--- config.mk ---
export PLATFORM = sky130hd
export DESIGN_NAME = array_accum
export DESIGN_NICKNAME = d
export VERILOG_FILES = /design/src/rtl/cella_pkg.sv /design/src/rtl/adder_tree16.sv /design/src/rtl/array_accum.sv
export SDC_FILE = /design/constraint.sdc
export NUM_CORES = 1
export LEC_CHECK = 0
export ABC_CLOCK_PERIOD_IN_PS = 8800
export CAP_MARGIN = 15
export CORE_MARGIN = 3
export CORE_UTILIZATION = 51
export CTS_CLUSTER_SIZE = 20
export DETAILED_ROUTE_END_ITERATION = 12
export PLACE_DENSITY = 0.81
export SYNTH_ARGS = -nofsm -noshare
export SYNTH_HDL_FRONTEND = slang
export SYNTH_HIERARCHICAL = 1
export SYNTH_SLANG_ARGS = --single-unit
--- constraint.sdc ---
create_clock -name clk -period 8.8 [get_ports clk]
set_clock_uncertainty 0.05 [all_clocks]
set_input_delay 2.2 -clock clk [delete_from_list [all_inputs] [get_ports clk]]
set_output_delay 2.2 -clock clk [all_outputs]
set_load 0.005 [all_outputs]
--- src/rtl/cella_pkg.sv ---
// Shared defaults and FSM encoding for the bit-plane array accumulator.
// Latency: n/a (declarations only).
// Backpressure: n/a.
package cella_pkg;

    localparam int ADD_W_DEF     = 8;
    localparam int MAX_BEATS_DEF = 8;
    localparam int ACC_W_DEF     = ADD_W_DEF + 4 + MAX_BEATS_DEF;

    typedef enum logic [1:0] {
        ST_IDLE  = 2'd0,
        ST_ACCUM = 2'd1,
        ST_HOLD  = 2'd2
    } state_t;

endpackage

--- src/rtl/adder_tree16.sv ---
// Unsigned sum of sixteen per-bank partial products, four-level balanced tree.
// Latency: combinational.
// Backpressure: none (pure function of inputs).
module adder_tree16 #(
    parameter int ADD_W = 8
) (
    input  logic [15:0][ADD_W-1:0] add,
    output logic [ADD_W+3:0]       sum
);

    logic [ADD_W:0]   lvl1 [8];
    logic [ADD_W+1:0] lvl2 [4];
    logic [ADD_W+2:0] lvl3 [2];

    always_comb begin
        for (int i = 0; i < 8; i++) begin
            lvl1[i] = {1'b0, add[2*i]} + {1'b0, add[2*i+1]};
        end
        for (int i = 0; i < 4; i++) begin
            lvl2[i] = {1'b0, lvl1[2*i]} + {1'b0, lvl1[2*i+1]};
        end
        for (int i = 0; i < 2; i++) begin
            lvl3[i] = {1'b0, lvl2[2*i]} + {1'b0, lvl2[2*i+1]};
        end
        sum = {1'b0, lvl3[0]} + {1'b0, lvl3[1]};
    end

endmodule

--- src/rtl/array_accum.sv ---
// Bit-plane MAC / search-hit accumulator over 16 banks; ARRAY_ACCUM_SIGNED_EN makes plane 0 a sign plane.
// Latency: result valid the cycle after the last (or MAX_BEATS-th) beat is accepted.
// Backpressure: in_ready drops while a result is held; released by the out_valid/out_ready handshake.
module array_accum
    import cella_pkg::*;
#(
    parameter  int ADD_W     = ADD_W_DEF,
    parameter  int MAX_BEATS = MAX_BEATS_DEF,
    localparam int ACC_W     = ADD_W + 4 + MAX_BEATS
) (
    input  logic             clk,
    input  logic             rst,
    input  logic             in_valid,
    output logic             in_ready,
    input  logic             in_last,
    input  logic             mac_en,
    input  logic [ADD_W-1:0] add0,
    input  logic [ADD_W-1:0] add1,
    input  logic [ADD_W-1:0] add2,
    input  logic [ADD_W-1:0] add3,
    input  logic [ADD_W-1:0] add4,
    input  logic [ADD_W-1:0] add5,
    input  logic [ADD_W-1:0] add6,
    input  logic [ADD_W-1:0] add7,
    input  logic [ADD_W-1:0] add8,
    input  logic [ADD_W-1:0] add9,
    input  logic [ADD_W-1:0] add10,
    input  logic [ADD_W-1:0] add11,
    input  logic [ADD_W-1:0] add12,
    input  logic [ADD_W-1:0] add13,
    input  logic [ADD_W-1:0] add14,
    input  logic [ADD_W-1:0] add15,
    output logic             out_valid,
    input  logic             out_ready,
    output logic             out_mode,
    output logic [ACC_W-1:0] acc_out,
    output logic [15:0]      match_vec,
    output logic [4:0]       match_cnt,
    output logic [3:0]       match_idx,
    output logic             match_any,
    output logic             ovf
);

    localparam int CNT_W = $clog2(MAX_BEATS + 1);

    state_t                  state, state_nxt;
    logic [CNT_W-1:0]        beat_cnt, beat_cnt_nxt;
    logic [15:0][ADD_W-1:0]  add_bus;
    logic [ADD_W+3:0]        sum;
    logic [ACC_W-1:0]        sum_ext, first_acc, acc_nxt;
    logic [15:0]             hit, vec_nxt;
    logic [4:0]              cnt_nxt;
    logic [3:0]              idx_nxt;
    logic                    accept, close;

    assign add_bus = {add15, add14, add13, add12, add11, add10, add9, add8,
                      add7,  add6,  add5,  add4,  add3,  add2,  add1, add0};

    adder_tree16 #(.ADD_W(ADD_W)) u_tree (
        .add (add_bus),
        .sum (sum)
    );

    assign accept       = in_valid && in_ready;
    assign beat_cnt_nxt = (state == ST_IDLE) ? CNT_W'(1) : beat_cnt + CNT_W'(1);
    assign close        = in_last || (beat_cnt_nxt == CNT_W'(MAX_BEATS));

    always_ff @(posedge clk) begin
        if (rst) state <= ST_IDLE;
        else     state <= state_nxt;
    end

    always_comb begin
        state_nxt = state;
        case (state)
            ST_IDLE:  if (accept) state_nxt = close ? ST_HOLD : ST_ACCUM;
            ST_ACCUM: if (accept && close) state_nxt = ST_HOLD;
            ST_HOLD:  if (out_ready) state_nxt = ST_IDLE;
            default:  state_nxt = ST_IDLE;
        endcase
    end

    always_comb begin
        in_ready  = (state != ST_HOLD);
        out_valid = (state == ST_HOLD);
    end

    always_comb begin
        sum_ext = ACC_W'(sum);
`ifdef ARRAY_ACCUM_SIGNED_EN
        first_acc = '0 - sum_ext;
`else
        first_acc = sum_ext;
`endif
        for (int i = 0; i < 16; i++) hit[i] = add_bus[i][0];
        acc_nxt = acc_out;
        vec_nxt = match_vec;
        // mode comes straight from mac_en on the opening beat, from the latch afterwards
        if (state == ST_IDLE) begin
            acc_nxt = mac_en ? first_acc : '0;
            vec_nxt = mac_en ? 16'h0 : hit;
        end else if (out_mode) begin
            acc_nxt = {acc_out[ACC_W-2:0], 1'b0} + sum_ext;
        end else begin
            vec_nxt = match_vec | hit;
        end
        cnt_nxt = '0;
        idx_nxt = '0;
        for (int i = 15; i >= 0; i--) begin
            cnt_nxt = cnt_nxt + 5'(vec_nxt[i]);
            if (vec_nxt[i]) idx_nxt = 4'(i);
        end
    end

    always_ff @(posedge clk) begin
        if (rst) begin
            beat_cnt  <= '0;
            out_mode  <= 1'b0;
            acc_out   <= '0;
            match_vec <= '0;
            match_cnt <= '0;
            match_idx <= '0;
            match_any <= 1'b0;
            ovf       <= 1'b0;
        end else if (accept) begin
            beat_cnt  <= beat_cnt_nxt;
            acc_out   <= acc_nxt;
            match_vec <= vec_nxt;
            ovf       <= close && !in_last;
            if (state == ST_IDLE) out_mode <= mac_en;
            if (close) begin
                match_cnt <= cnt_nxt;
                match_idx <= idx_nxt;
                match_any <= |vec_nxt;
            end
        end
    end

endmodule

==> results of run 1 <==
==> cells in the mapped netlist (5+ instances only) <==
| cell | number |
|---|---|
| nor3_1 | 16 |
| o211ai_1 | 5 |
| a21o_1 | 7 |
| dfxtp_1 | 54 |
| fa_1 | 119 |
| nand3_1 | 26 |
| o21ai_0 | 26 |
| inv_1 | 225 |
| a21oi_1 | 50 |
| nand2b_1 | 6 |
| nor4_1 | 6 |
| xnor2_1 | 19 |
| a211oi_1 | 14 |
| clkbuf_1 | 16 |
| nor2_1 | 61 |
| nand2_1 | 39 |
| o21a_1 | 13 |
| a221oi_1 | 5 |
| ha_1 | 39 |
| and3_1 | 7 |
| nor2b_1 | 10 |
==> worst max-delay path: cells and delay by family <==
kind                     cells  cell delay (ns)
AO/OA/AOI/OAI                5             1.05
XOR/XNOR                     1             0.22
adder cells (fa/ha/maj)      9             3.92
buffers and inverters        6             0.75
AND/OR/NAND/NOR              5             0.51
==> what timing repair did <==
item                                    in CTS  in global routing
endpoints found under the hold margin        0                  0
endpoints found under the setup margin       0                 11
resized for setup                            0                 19
==> registers in the layout, summed over array words and instances, names as in the netlist <==
register	cells
match_any	1
match_cnt	5
out_mode	1
match_vec	16
state	2
match_idx	4
acc_out	20
ovf	1
beat_cnt	4
==> layout make-up <==
type                    instances  area share [%]
multi-input cells             539           54.51
flip-flops and latches         54           11.32
repair buffers                211           21.39
clock buffers                   6           1.455
clock inverters                 2          0.1310
inverters                     226           8.885
well taps                     176           2.306
==> layout by cell type (no fill, tap or decap), drive strengths merged, types with 4 or more instances in the layout <==
cell type	synthesis	routed
nand2	39	39
o21a	13	13
o211ai	5	5
a22oi	4	4
inv	225	225
a21oi	51	51
xnor2	19	19
or2	6	6
nor2b	10	10
dfxtp	54	54
nor3	16	16
nand4b	4	4
nor4	6	6
nand3	26	26
and3	9	9
a31oi	4	4
a21o	7	7
o21ai	27	27
nand2b	6	6
or3	4	4
clkdlybuf4s50	0	183
ha	39	39
fa	119	119
clkbuf	16	6
a221oi	6	6
buf	8	28
nor2	61	61
a211oi	14	14
==> metrics by stage <==
step                setup slack (ns)  hold WS, ns
CTS                           0.1553       0.4017
detailed placement           -0.1305       0.3921
global route                -0.01577       0.4155
finish                        0.2940       0.4010
floorplan                     0.5566       0.3982
global placement            -0.03296       0.3916
==> worst min path at each step <==
| stage | slack [ns] | from | endpoint |
|---|---|---|---|
| 2_1_floorplan | 0.40 | match_cnt[3] | match_cnt[3] |
| 3_3_place_gp | 0.39 | match_cnt[3] | match_cnt[3] |
| 3_5_place_dp | 0.39 | match_idx[2] | match_idx[2] |
| 4_1_cts | 0.40 | match_idx[2] | match_idx[2] |
| 5_1_grt | 0.42 | match_idx[2] | match_idx[2] |
| 6_report | 0.40 | match_idx[2] | match_idx[2] |
==> routing by layer <==
layer | vias up | track usage (%) | wire, microns
li1 | 3063 | - | -
met1 | 3055 | 28.25 | 7036
met2 | 183 | 42.08 | 9430
met3 | 20 | 3.002 | 837
met4 | 0 | 4.126 | 293
met5 | - | 0 | 0
==> cell families after synthesis <==
logic type	share of synthesized area, %
AO/OA/AOI/OAI	14.44
buffers and inverters	13.36
adder cells (fa/ha/maj)	40.00
flip-flops	15.07
XOR/XNOR	2.319
AND/OR/NAND/NOR	14.54
multiplexers	0.2790
==> impl_results.md, run 1 <==
* Yosys warns at 6
* Initial drt markers at approximately 330
* Die ar. at 15530 sq um
* Vias/cell at approximately 5.2
* Crit Path Class: input port to flop
* CTS sink cnt at 54
* Arr. time, crit path at just under 9 ns
* GRT overflow at 0
* Post-CTS Setup Bufs at 0
* Final non-filler cell total at 1214
* Fmax at 117.6 MHz
* Drc violations at 0
* Final setup vio count at 0
* Share of cells above drive strength 1 at 6.455%
* CTS tree: yes
* Yosys reg bits at 54
* CTS Buf Count at 5
* Post-route cell area at 9548 sq um
* Reg2Reg Depth at 17
* Ant diodes at 0
* Gr usage total at 22.63%
* Synthesized instance count at 843
* Crit path top cell by count: fa_1
* CP startpoint kind: input port
* Final wirelength at 17.60 mm
* Multi-input logic area at 5205 sq um
* Syn Nets at 1135
* DR pass1 iterations at 5
* Largest net degree at the start of global routing at 45
* Post-CTS Hold Fix Bufs at 0
* Critical path endpoint: acc_out[11]
* Worst hold path cell count at 2
* Status: complete, no violations
* Max stage delay on crit path at about 0.54 ns
* Max-slew violations at 0
* Vias in the first global route at 6393
* Wirelength per Cell at 14.50 microns
* Routed via count at 6321
* Synth cell types at 65
* Gpl congestion at 0.8998
* Hold Violations, Final at 0
* Max Cap Viol at 0
* Worst slew margin at between 30% and 40%
* Clock transition at path regs at 0.07 ns
* Core Box Area at roughly 14000 sq um
* Initial antenna violation count at 0
* Largest fanout on the critical path at 7
* Ys async rst share at 0%
* CTS max path bufs at 2
* WP data required at 8.95 ns
* Post-synth EDFFs at 0
* Seq/Total Area, Yosys at 15.07%
* Crit path capture type: flop
* H-tree Lvls at 2
* Initial Util at 53.13%
* Placed Instances at 1206
* Slowest stage cell, crit path: fa_1
* Top FF cell, synth: dfxtp_1
* Seq. cell area at 1081 sq um
* Rows at 42
* Routed Antenna Nets at 0
* Fin crit period at 8.506 ns
* Worst Hold Class: flop to flop
* Die span in x at 124.6 microns
* Detailed placement HPWL at 14.72 mm
* I/O pin cnt at 184
* Post-layout util at 70.70%
* Placed Area at 9328 sq um
* Worst Setup SP: add0[2]
* Mapped Area at 7176 sq um
* Area Overhead vs Synth at 33.06%
* Ranking of synthesized cells by area: fa_1 (33%), dfxtp_1 (15%), inv_1 (12%)
* Crit Reg-Reg Endpoint: match_cnt[4]
* Clk Latency, worst-skew pair at 0.30 ns
* Die height at 124.6 microns
* Fillers at about 1000
* First-pass GRT wire length at roughly 29 mm
* Slew @ Worst Pin at about 0.99 ns
* Root Buffer: clkbuf_16
* Post-synth top area cell: fa_1
* Synth top area share at between 30% and 40%
* Port Buffer Count at 183
* Reg-to-reg critical path startpoint: out_mode
* Part of the cycle the worst path needs at between 90% and 100%
* Setup TNS at 0 ns
* Syn Area/Cell at 8.512 sq um
* R2R setup slack at 3.75 ns
* Fin nets at ~1300
Power of run 1 is left out: the tool's default activity adds up to more than one toggle a clock period on the data nets, which glitch-free logic cannot reach.
==> run 2, diff against run 1 <==
--- a/config.mk
+++ b/config.mk
@@ -11,7 +11,7 @@
 export CORE_UTILIZATION = 51
 export CTS_CLUSTER_SIZE = 20
 export DETAILED_ROUTE_END_ITERATION = 12
-export PLACE_DENSITY = 0.81
+export PLACE_DENSITY_LB_ADDON = 0.05
 export SYNTH_ARGS = -nofsm -noshare
 export SYNTH_HDL_FRONTEND = slang
 export SYNTH_HIERARCHICAL = 1
==> run 2 against run 1 <==
  * Via count fell by 2.0%
  * Critical path depth fell by 2
  * Critical path type unchanged
  * Core utilization rose by 0.31 points
  * Register-to-register slack got worse by 0.02 ns
  * Wire length fell by 0.12%
  * Highest routed layer is now met5
  * Sequential cell count did not move
  * Worst setup slack got worse by 0.058 ns
  * Non-clock buffer count rose by 9
==> impl_results.md, run 2 (same netlist as run 1, synthesis figures left out) <==
* Status: complete, no violations
* Largest net degree at the start of global routing at 45 (unchanged)
* GRT overflow at 0 (unchanged)
* Final wirelength at 17.58 mm (-0.12%)
* Reg-to-reg critical path startpoint: out_mode
* Drc violations at 0 (unchanged)
* H-tree Lvls at 2 (unchanged)
* Core Box Area at 13510 sq um (unchanged)
* CTS max path bufs at 2 (unchanged)
* Gpl congestion at 0.8657 (-3.8%)
* Initial antenna violation count at 1 (+1)
* Fin crit period at 8.564 ns (+0.05765 ns)
* Most frequent cells in the layout: inv_1 (225), clkdlybuf4s50_1 (183), fa_1 (118)
* Placed Instances at 1212 (+0.50%)
* R2R setup slack at 3.73 ns (-0.02 ns)
* Wirelength per Cell at 14.37 microns (-0.85%)
* CTS sink cnt at 54 (unchanged)
* Fillers at 1105 (+7.1%)
* CTS tree: yes
* WHS Endpoint: match_idx[2]
* Largest reg by FF count: acc_out
* Slowest stage cell, crit path: fa_1
* Max stage delay on crit path at 0.57 ns (+0.03 ns)
* DR pass1 iterations at 5 (unchanged)
* Fin nets at 1338 (+0.68%)
* Delay-heaviest family, CP: adder cells
* Worst path bufs/invs at 6 (unchanged)
* Die height at 124.6 microns (unchanged)
* Initial drt markers at 288 (-12%)
* Root Buffer: clkbuf_16
* Rows at 42 (unchanged)
* Gr usage total at 23.18% (+0.55 points)
* CP startpoint kind: input port
* Area Overhead vs Synth at 33.64%
* Setup TNS at 0 ns (unchanged)
* Crit path capture type: flop
* Arr. time, crit path at 8.75 ns (+0.10 ns)
* Reg2Reg Depth at 17 (unchanged)
* Fmax at 116.8 MHz (-0.67%)
* Worst Setup Slack, final at 0.2363 ns (-0.05765 ns)
* Vias/cell at 5.066 (-2.7%)
* Initial Util at 53.13% (unchanged)
* Part of the cycle the worst path needs at 97.31% (+0.66 points)
* Crit Path Class: input port to flop
* Port Buffer Count at 183 (unchanged)
* Slew @ Worst Pin at 1.102 ns (+0.1161 ns)
* I/O pin cnt at 184 (unchanged)
* Max Cap Viol at 0 (unchanged)
* Share of cells above drive strength 1 at 6.686% (+0.23 points)
* Routed via count at 6196 (-2.0%)
* Clk Latency, worst-skew pair at 0.30 ns (about the same)
* Hold Violations, Final at 0 (unchanged)
* Die span in x at 124.6 microns (unchanged)
* Final non-filler cell total at 1223 (+0.74%)
* Post-CTS Hold Fix Bufs at 0 (unchanged)
* Final setup vio count at 0 (unchanged)
* Crit path cell chain: clkdlybuf4s50_1 -> fa_1 -> inv_1 -> fa_1 -> inv_1 -> fa_1 -> fa_1 -> fa_1 -> inv_1 -> fa_1 -> inv_1 -> ha_1 -> inv_1 -> fa_1 -> nor2b_1 -> o2111ai_1 -> nand3_1 -> o41ai_1 -> xnor2_1 -> ha_1 -> a21oi_1 -> a21boi_2 -> or4b_1 -> nand3_1
* Detailed placement HPWL at 14.67 mm (-0.34%)
* Place WS at -0.2175 ns (-0.08702 ns)
* Vias in the first global route at 6519 (+2.0%)
* First-pass GRT wire length at 30.32 mm (+3.0%)
* Clock transition at path regs at 0.07 ns (about the same)
* Crit path top cell by count: fa_1
* Worst Hold Class: flop to flop
* Hold Startpoint: match_idx[2]
* Largest fanout on the critical path at 7 (unchanged)
* WP data required at 8.99 ns (+0.04 ns)
* Max-slew violations at 0 (unchanged)
* Ant diodes at 0 (unchanged)
* Crit Reg-Reg Endpoint: match_cnt[4]
* Routed Antenna Nets at 0 (unchanged)
* CTS Buf Count at 5 (unchanged)
* Max reg flops at 20 (unchanged)
* Die ar. at 15530 sq um (unchanged)
* Worst slew margin at 26.53% (-7.7 points)
* Worst hold path cell count at 2 (unchanged)
* Commonest non-fill, non-tap cell in the layout: inv_1
* Top Registers: acc_out (20), match_vec (16), match_cnt (5)
==> run 2: worst max-delay path by stage <==
stage	to	startpoint	cells past startpoint	slack, ns
3_5_place_dp	acc_out[12]	add0[3]	25	-0.22
5_1_grt	acc_out[18]	add6[5]	25	-0.03
3_3_place_gp	acc_out[16]	add0[3]	25	-0.20
6_report	acc_out[15]	add6[2]	24	0.24
4_1_cts	acc_out[16]	add0[3]	25	0.06
2_1_floorplan	acc_out[14]	add0[6]	23	0.56
==> run 2: metrics by stage <==
| stage | cell area, sq um | utilization, % | hold slack, ns |
|---|---|---|---|
| after floorplan | 7176 | - | 0.3982 |
| after global placement | 9373 | 69.40 | 0.3903 |
| after detailed placement | 9373 | 69.40 | 0.3993 |
| after CTS | 9524 | 70.52 | 0.4103 |
| after global routing | 9589 | 71.00 | 0.4254 |
| final | 9589 | 71.00 | 0.4113 |
==> run 2: layout make-up <==
type                       count  area, sq um  share of cell area [%]
sequential                    54         1081                   11.27
multi-input combinational    539         5179                   54.01
clock inverter                 2        12.51                  0.1305
clock buffer                   6        138.9                   1.448
tap                          176        220.2                   2.296
inverter                     226        848.3                   8.847
timing repair buffer         220         2110                   22.00
==> run 2: layer usage <==
metal / global-route usage (%) / wire (microns) / vias up
met5: 0 / 12 / -
met2: 39.19 / 8530 / 189
met1: 32.37 / 7876 / 2919
li1: - / - / 3072
met4: 2.772 / 93 / 2
met3: 3.945 / 1062 / 14
==> run 2: tightest hold or removal path, stage by stage, from the launching register on <==
cell	delay, ns
dfxtp_1	0.32
nand2_1	0.05
a21oi_1	0.05
==> run 2: what timing repair did <==
action / in CTS / in global routing
buffers inserted: 0 / 3
setup endpoints to repair: 0 / 10
resized for setup: 0 / 10
Power of run 2 is left out for the same reason.
